<file path="src/rtl/counter_run_ctrl.sv">
// Shares one up-counter between two requesters: grants round-robin, enables the
// counter for exactly N ticks, then confirms q advanced by N modulo 2^CW.
//
// state   | meaning
// S_IDLE  | no grant; waiting for any req bit
// S_RUN   | counter enabled (or paused by hold) until rem reaches 0
// S_CHECK | q holds the final value; compare against start + len
// S_GAP   | idle spacing after done before the next grant
module counter_run_ctrl #(
    parameter int CW  = 3,
    parameter int GAP = 1
) (
    input  logic          clk,
    input  logic          rst,
    input  logic [1:0]    req,
    input  logic [CW-1:0] len0,
    input  logic [CW-1:0] len1,
    input  logic          hold,
    input  logic [CW-1:0] q,
    output logic          cnt_en,
    output logic [1:0]    gnt,
    output logic          busy,
    output logic          done,
    output logic          err
);
    localparam logic [1:0] S_IDLE  = 2'd0;
    localparam logic [1:0] S_RUN   = 2'd1;
    localparam logic [1:0] S_CHECK = 2'd2;
    localparam logic [1:0] S_GAP   = 2'd3;
    localparam logic [2:0] GAP_LOAD = (GAP > 0) ? 3'(GAP - 1) : 3'd0;

    logic [1:0]    state;
    logic          last;
    logic [CW:0]   rem;
    logic [CW:0]   rem_dec;
    logic [CW-1:0] start;
    logic [CW-1:0] len_q;
    logic [CW-1:0] exp_q;
    logic [2:0]    gap_cnt;
    logic          pick;
    logic [CW-1:0] len_pick;

    // With both requesting, the one not served last time wins.
    always_comb begin
        pick = 1'b0;
        if (req == 2'b11)
            pick = ~last;
        else if (req[1])
            pick = 1'b1;
        len_pick = pick ? len1 : len0;
        rem_dec  = rem - {{CW{1'b0}}, 1'b1};
    end

    // A zero length wraps the full counter, so q must come back to start.
    assign exp_q = start + len_q;
    assign busy  = (state != S_IDLE);

    always_ff @(posedge clk or negedge rst) begin
        if (!rst) begin
            state   <= S_IDLE;
            last    <= 1'b1;
            rem     <= '0;
            start   <= '0;
            len_q   <= '0;
            gap_cnt <= '0;
            cnt_en  <= 1'b0;
            gnt     <= 2'b00;
            done    <= 1'b0;
            err     <= 1'b0;
        end else begin
            done <= 1'b0;
            case (state)
                S_IDLE: begin
                    if (req != 2'b00) begin
                        state  <= S_RUN;
                        last   <= pick;
                        gnt    <= pick ? 2'b10 : 2'b01;
                        start  <= q;
                        len_q  <= len_pick;
                        rem    <= {(len_pick == '0), len_pick};
                        cnt_en <= ~hold;
                    end
                end
                S_RUN: begin
                    if (cnt_en) begin
                        rem <= rem_dec;
                        if (rem_dec == '0) begin
                            state  <= S_CHECK;
                            cnt_en <= 1'b0;
                        end else begin
                            cnt_en <= ~hold;
                        end
                    end else begin
                        cnt_en <= ~hold;
                    end
                end
                S_CHECK: begin
                    done    <= 1'b1;
                    err     <= (q != exp_q);
                    gnt     <= 2'b00;
                    gap_cnt <= GAP_LOAD;
                    state   <= (GAP == 0) ? S_IDLE : S_GAP;
                end
                default: begin
                    if (gap_cnt == '0)
                        state <= S_IDLE;
                    else
                        gap_cnt <= gap_cnt - 3'd1;
                end
            endcase
        end
    end
endmodule
</file>
<file path="config.mk">
export PLATFORM = sky130hd
export DESIGN_NAME = counter_run_ctrl
export DESIGN_NICKNAME = d
export VERILOG_FILES = /design/src/rtl/counter_run_ctrl.sv
export SDC_FILE = /design/constraint.sdc
export NUM_CORES = 1
export LEC_CHECK = 0
export BUFFER_PORTS_ARGS = -buffer_cell sky130_fd_sc_hd__buf_4
export CELL_PAD_IN_SITES_DETAIL_PLACEMENT = 1
export CELL_PAD_IN_SITES_GLOBAL_PLACEMENT = 1
export CORE_MARGIN = 2
export CORE_UTILIZATION = 46
export DETAILED_ROUTE_END_ITERATION = 16
export PLACE_DENSITY_LB_ADDON = 0.08
export SETUP_SLACK_MARGIN = 0.1
export SLEW_MARGIN = 20
export SYNTH_ARGS = -nofsm -noshare
export SYNTH_HDL_FRONTEND = slang
export SYNTH_SLANG_ARGS = --single-unit
</file>
<file path="constraint.sdc">
create_clock -name clk -period 2.77 [get_ports clk]
set_clock_uncertainty 0.2 [all_clocks]
set_input_delay 0.554 -clock clk [delete_from_list [all_inputs] [get_ports clk]]
set_output_delay 0.554 -clock clk [all_outputs]
set_load 0.03 [all_outputs]
</file>
==> metrics list <==
* Final critical delay including setup and external delays: 2.44 ns
- Switching part of the total: 44.1%
* Syn-to-layout area delta: 15.0%
- Iteration-0 DRC Markers: 42
- Clock tree from TritonCTS: done
- The worst setup path is captured at a primary output.
- The number of buffers and inverters on the critical path is 3.
- The first global-routing pass estimated 4.89 mm of wire.
- The average instance in the mapped netlist occupies 9.85 um^2.
- Sum of overflow across all layers after global routing: 0
- Summing all placed instances gives a cell area of 1460 um^2.
- Measured along the x axis, the die boundary spans 57.2 um.
- Ordered cell list for the critical path: inv_1 > ha_1 > inv_1 > buf_4
- Across every metal layer, demand over resource in global routing totals between 10% and 20%.
- Sequential cells burn roughly a third of the power.
* Fraction of power consumed by combinational cells: 55.1%
- Die outline height: 57.2 um
- Area of the die: 3270 um^2
- First-pass DRT Iterations: 2
- Internal power comes to slightly below 0.9 mW.
- Summing every instance area after synthesis gives between 1000 and 1500 um^2.
* HPWL reported at the end of detailed placement: 2.14 mm
- Total of warnings raised by yosys: 0
* Syn Nets: between 150 and 200
* Wirelength per Cell: ~15 um
* Critical Path RT: a little over 2 ns
- The clock network burns 9.7% of the power.
* Clk root buf: sky130_fd_sc_hd__clkbuf_4
* Final Non-Filler Cells: between 150 and 200
- Via-per-instance ratio: 5.64
- CTS built an H-tree with a depth of 1.
* Maximum operating frequency: 410 MHz
- The library cell used most frequently in the layout, excluding fill and tap cells, is sky130_fd_sc_hd__dfrtp_1.
- Sum of routed wire length over all layers: 2.73 mm
* Pin slew with the least headroom to its limit: 0.527 ns
- Dominant delay contributor by cell family on the critical path: buffers and inverters
* Effective utilization at floorplan: 48.0%
* Pin count of the biggest net entering global routing: 22
- Worst hold path type: input pin to flop
- Slowest CP cell: sky130_fd_sc_hd__ha_1
- Crit path top cell by count: sky130_fd_sc_hd__inv_1
* Vias post-DR: 1033
* Slew margin rel.: 64.9%
- In this run the worst path has a maximum fanout of 15.
- In the final design database the tool counted 177 nets.
- STA classifies the critical path startpoint as a flop.
- Number of endpoints failing setup at the final stage: 0
- Switch Pwr: 0.685 mW
- Synthesized flop and latch total: 21
- Max-cap violations in this run came to 0.
- The longest clock path from root to sink contains 2 buffers.
- For the worst-skew pair, the clock arrives at the later sink with an insertion delay of 0.31 ns.
* # DRC: 0
- Arrival time of the worst setup path: 1.69 ns
- Of the cells placed in the final design, the portion with a size suffix greater than 1 is 21.7%.
- Final non-filler cell area: 1500 um^2
* Cells after DPL: about 180
* Count of pins over their slew limit: 0
- In this run, CTS created clock tree buffers numbering 3.
- Setup repair after global routing left no endpoint under its margin.
- Number of distinct library cells after synthesis: 40
- 0 antenna diodes ended up in the layout.
- Commonest non-fill, non-tap cells in the layout: sky130_fd_sc_hd__dfrtp_1 (20), sky130_fd_sc_hd__buf_4 (19), sky130_fd_sc_hd__o21ai_0 (12), sky130_fd_sc_hd__inv_1 (11), sky130_fd_sc_hd__nor2_1 (11)
- Power density over cell area: 1040 nW/um^2
- Status: finished, final reports clean
- In this design, the stage delay of the slowest critical-path cell is about 0.47 ns.
* Vias in the first global route: ~1100
- For this design the top-level I/O count stands at 20.
- Measured on the finished design, the core utilization comes to 55.2%.
- The congestion estimate from routability-driven global placement came to ~0.77.
* Leakage power: ~0.7 nW
- Seq/Total Area, Yosys: 40.5%
- The count of final hold-check violations was 0.
- Port Buffer Count: 19
* Peak VDD IR: around 620 uV
- Instance count of the mapped netlist: ~130
* Remaining antenna violation count: 0
- Initial antenna violation count: 0
- The floorplan has 19 rows.
- Clock tree synthesis found a total of 21 sinks.
- The core region is 2710 um^2.
* Post-route clock period utilization: 88.1%
- The worst setup path is of the flop to primary output kind.
* Setup Buffers After CTS: 0
- Clock-pin slew was measured on the worst setup and hold paths at 0.13 ns.
- After routing, the total negative slack on setup checks comes to 0 ns.
[routing by layer]
layer | vias to the layer above | wire [um] | track usage, %
met1 | 514 | 1200 | 24.7
met3 | 2 | 79 | 2.04
met2 | 14 | 1430 | 33.0
met5 | - | 0 | 0
li1 | 503 | - | -
met4 | 0 | 17 | 6.98
[area by class of cell]
cell class	instances	area [um^2]
clock buffer	3	22.5
clock inverter	1	5.00
fill	322	1210
inverter	11	41.3
multi-input combinational	96	708
sequential	21	527
tap	31	38.8
timing repair buffer	20	153
[Yosys cell counts]
| library cell | n | area, um^2 |
|---|---|---|
| sky130_fd_sc_hd__dfrtp_1 | 20 | 500 |
| sky130_fd_sc_hd__o21ai_0 | 12 | 60.1 |
| sky130_fd_sc_hd__inv_1 | 11 | 41.3 |
| sky130_fd_sc_hd__nor2_1 | 11 | 41.3 |
| sky130_fd_sc_hd__ha_1 | 9 | 113 |
| sky130_fd_sc_hd__nand2_1 | 8 | 30.0 |
| sky130_fd_sc_hd__mux2i_1 | 7 | 70.1 |
| sky130_fd_sc_hd__a21oi_1 | 6 | 30.0 |
| sky130_fd_sc_hd__mux2_2 | 4 | 45.0 |
| sky130_fd_sc_hd__o21ai_1 | 3 | 15.0 |
| sky130_fd_sc_hd__or3_1 | 3 | 18.8 |
| sky130_fd_sc_hd__xnor2_1 | 3 | 26.3 |
| sky130_fd_sc_hd__a31oi_1 | 2 | 12.5 |
| sky130_fd_sc_hd__clkbuf_1 | 2 | 7.51 |
| sky130_fd_sc_hd__mux2_1 | 2 | 22.5 |
| sky130_fd_sc_hd__nor3_1 | 2 | 10.0 |
| sky130_fd_sc_hd__nor4_1 | 2 | 12.5 |
| sky130_fd_sc_hd__o31ai_1 | 2 | 15.0 |
| sky130_fd_sc_hd__xor2_1 | 2 | 17.5 |
| sky130_fd_sc_hd__a211oi_1 | 1 | 7.51 |
| sky130_fd_sc_hd__a21boi_4 | 1 | 18.8 |
| sky130_fd_sc_hd__a22o_1 | 1 | 8.76 |
| sky130_fd_sc_hd__a2bb2oi_1 | 1 | 8.76 |
| sky130_fd_sc_hd__a41oi_1 | 1 | 8.76 |
| sky130_fd_sc_hd__and3_1 | 1 | 6.26 |
| sky130_fd_sc_hd__and3b_1 | 1 | 8.76 |
| sky130_fd_sc_hd__buf_2 | 1 | 5.00 |
| sky130_fd_sc_hd__buf_6 | 1 | 11.3 |
| sky130_fd_sc_hd__dfstp_2 | 1 | 26.3 |
| sky130_fd_sc_hd__fa_1 | 1 | 20.0 |
| sky130_fd_sc_hd__nand2_2 | 1 | 6.26 |
| sky130_fd_sc_hd__nand2b_1 | 1 | 6.26 |
| sky130_fd_sc_hd__nand3_1 | 1 | 5.00 |
| sky130_fd_sc_hd__nor2_2 | 1 | 6.26 |
| sky130_fd_sc_hd__nor2b_1 | 1 | 6.26 |
| sky130_fd_sc_hd__nor3b_4 | 1 | 18.8 |
| sky130_fd_sc_hd__o211a_1 | 1 | 10.0 |
| sky130_fd_sc_hd__o211ai_1 | 1 | 7.51 |
| sky130_fd_sc_hd__o21ai_2 | 1 | 8.76 |
| sky130_fd_sc_hd__o22ai_1 | 1 | 6.26 |
[cells by family after synthesis]
family	Yosys count	synth area share [%]
and+or+nand+nor	34	13.6
xor gates and xnor gates	5	3.37
DFF	21	40.5
muxes	13	10.6
buffers and inverters	15	5.00
adders and majority gates	10	10.2
AOI/OAI and AO/OA	34	16.7
[registers in the layout (all words and copies together) (netlist names)]
name     cells
last         1
gap_cnt      3
state        2
rem          4
done         1
cnt_en       1
len_q        3
start        3
gnt          2
err          1
[timing repair]
action / in CTS / in global routing
hold buffers: 1 / 0
endpoints found under the hold margin: 20 / 0
gates resized for setup: 0 / 0
[path summary, 6_finish.rpt]
kind | to | slack (ns) | start | cells past startpoint
hold / removal | cnt_en | 0.24 | hold | 2
max in group asynchronous | last | 1.64 | rst | 2
hold reg to reg | len_q[0] | 0.32 | len_q[0] | 2
setup / recovery | busy | 0.33 | state[1] | 4
setup reg to reg | rem[2] | 0.52 | state[1] | 7
min in group asynchronous | gnt[1] | 0.46 | rst | 2
[power groups by stage]
stage / clock network [mW] / logic, mW / registers, mW
2_1_floorplan: 0 / 0.612 / 0.578
6_report: 0.151 / 0.856 / 0.547
3_5_place_dp: 0 / 0.872 / 0.556
4_1_cts: 0.161 / 0.876 / 0.548
5_1_grt: 0.173 / 0.972 / 0.568
3_3_place_gp: 0 / 0.837 / 0.544
[stage by stage]
stage | hold WS (ns) | worst slack [ns] | power, mW
6_report | 0.239 | 0.331 | 1.55
5_1_grt | 0.238 | 0.160 | 1.71
4_1_cts | 0.233 | 0.283 | 1.59
3_5_place_dp | 0.262 | 0.517 | 1.43
3_3_place_gp | 0.258 | 0.613 | 1.38
2_1_floorplan | 0.0584 | 0.940 | 1.19
[worst register-to-register path, cell delays in order (launching register included)]
cell and delay (ns):
sky130_fd_sc_hd__dfrtp_1 0.43, sky130_fd_sc_hd__inv_1 0.10, sky130_fd_sc_hd__ha_1 0.47, sky130_fd_sc_hd__nor3b_4 0.38, sky130_fd_sc_hd__nor2_2 0.14, sky130_fd_sc_hd__and3_1 0.20
sky130_fd_sc_hd__o21ai_1 0.11, sky130_fd_sc_hd__o211a_1 0.16
(Power assumes the default switching activity.)
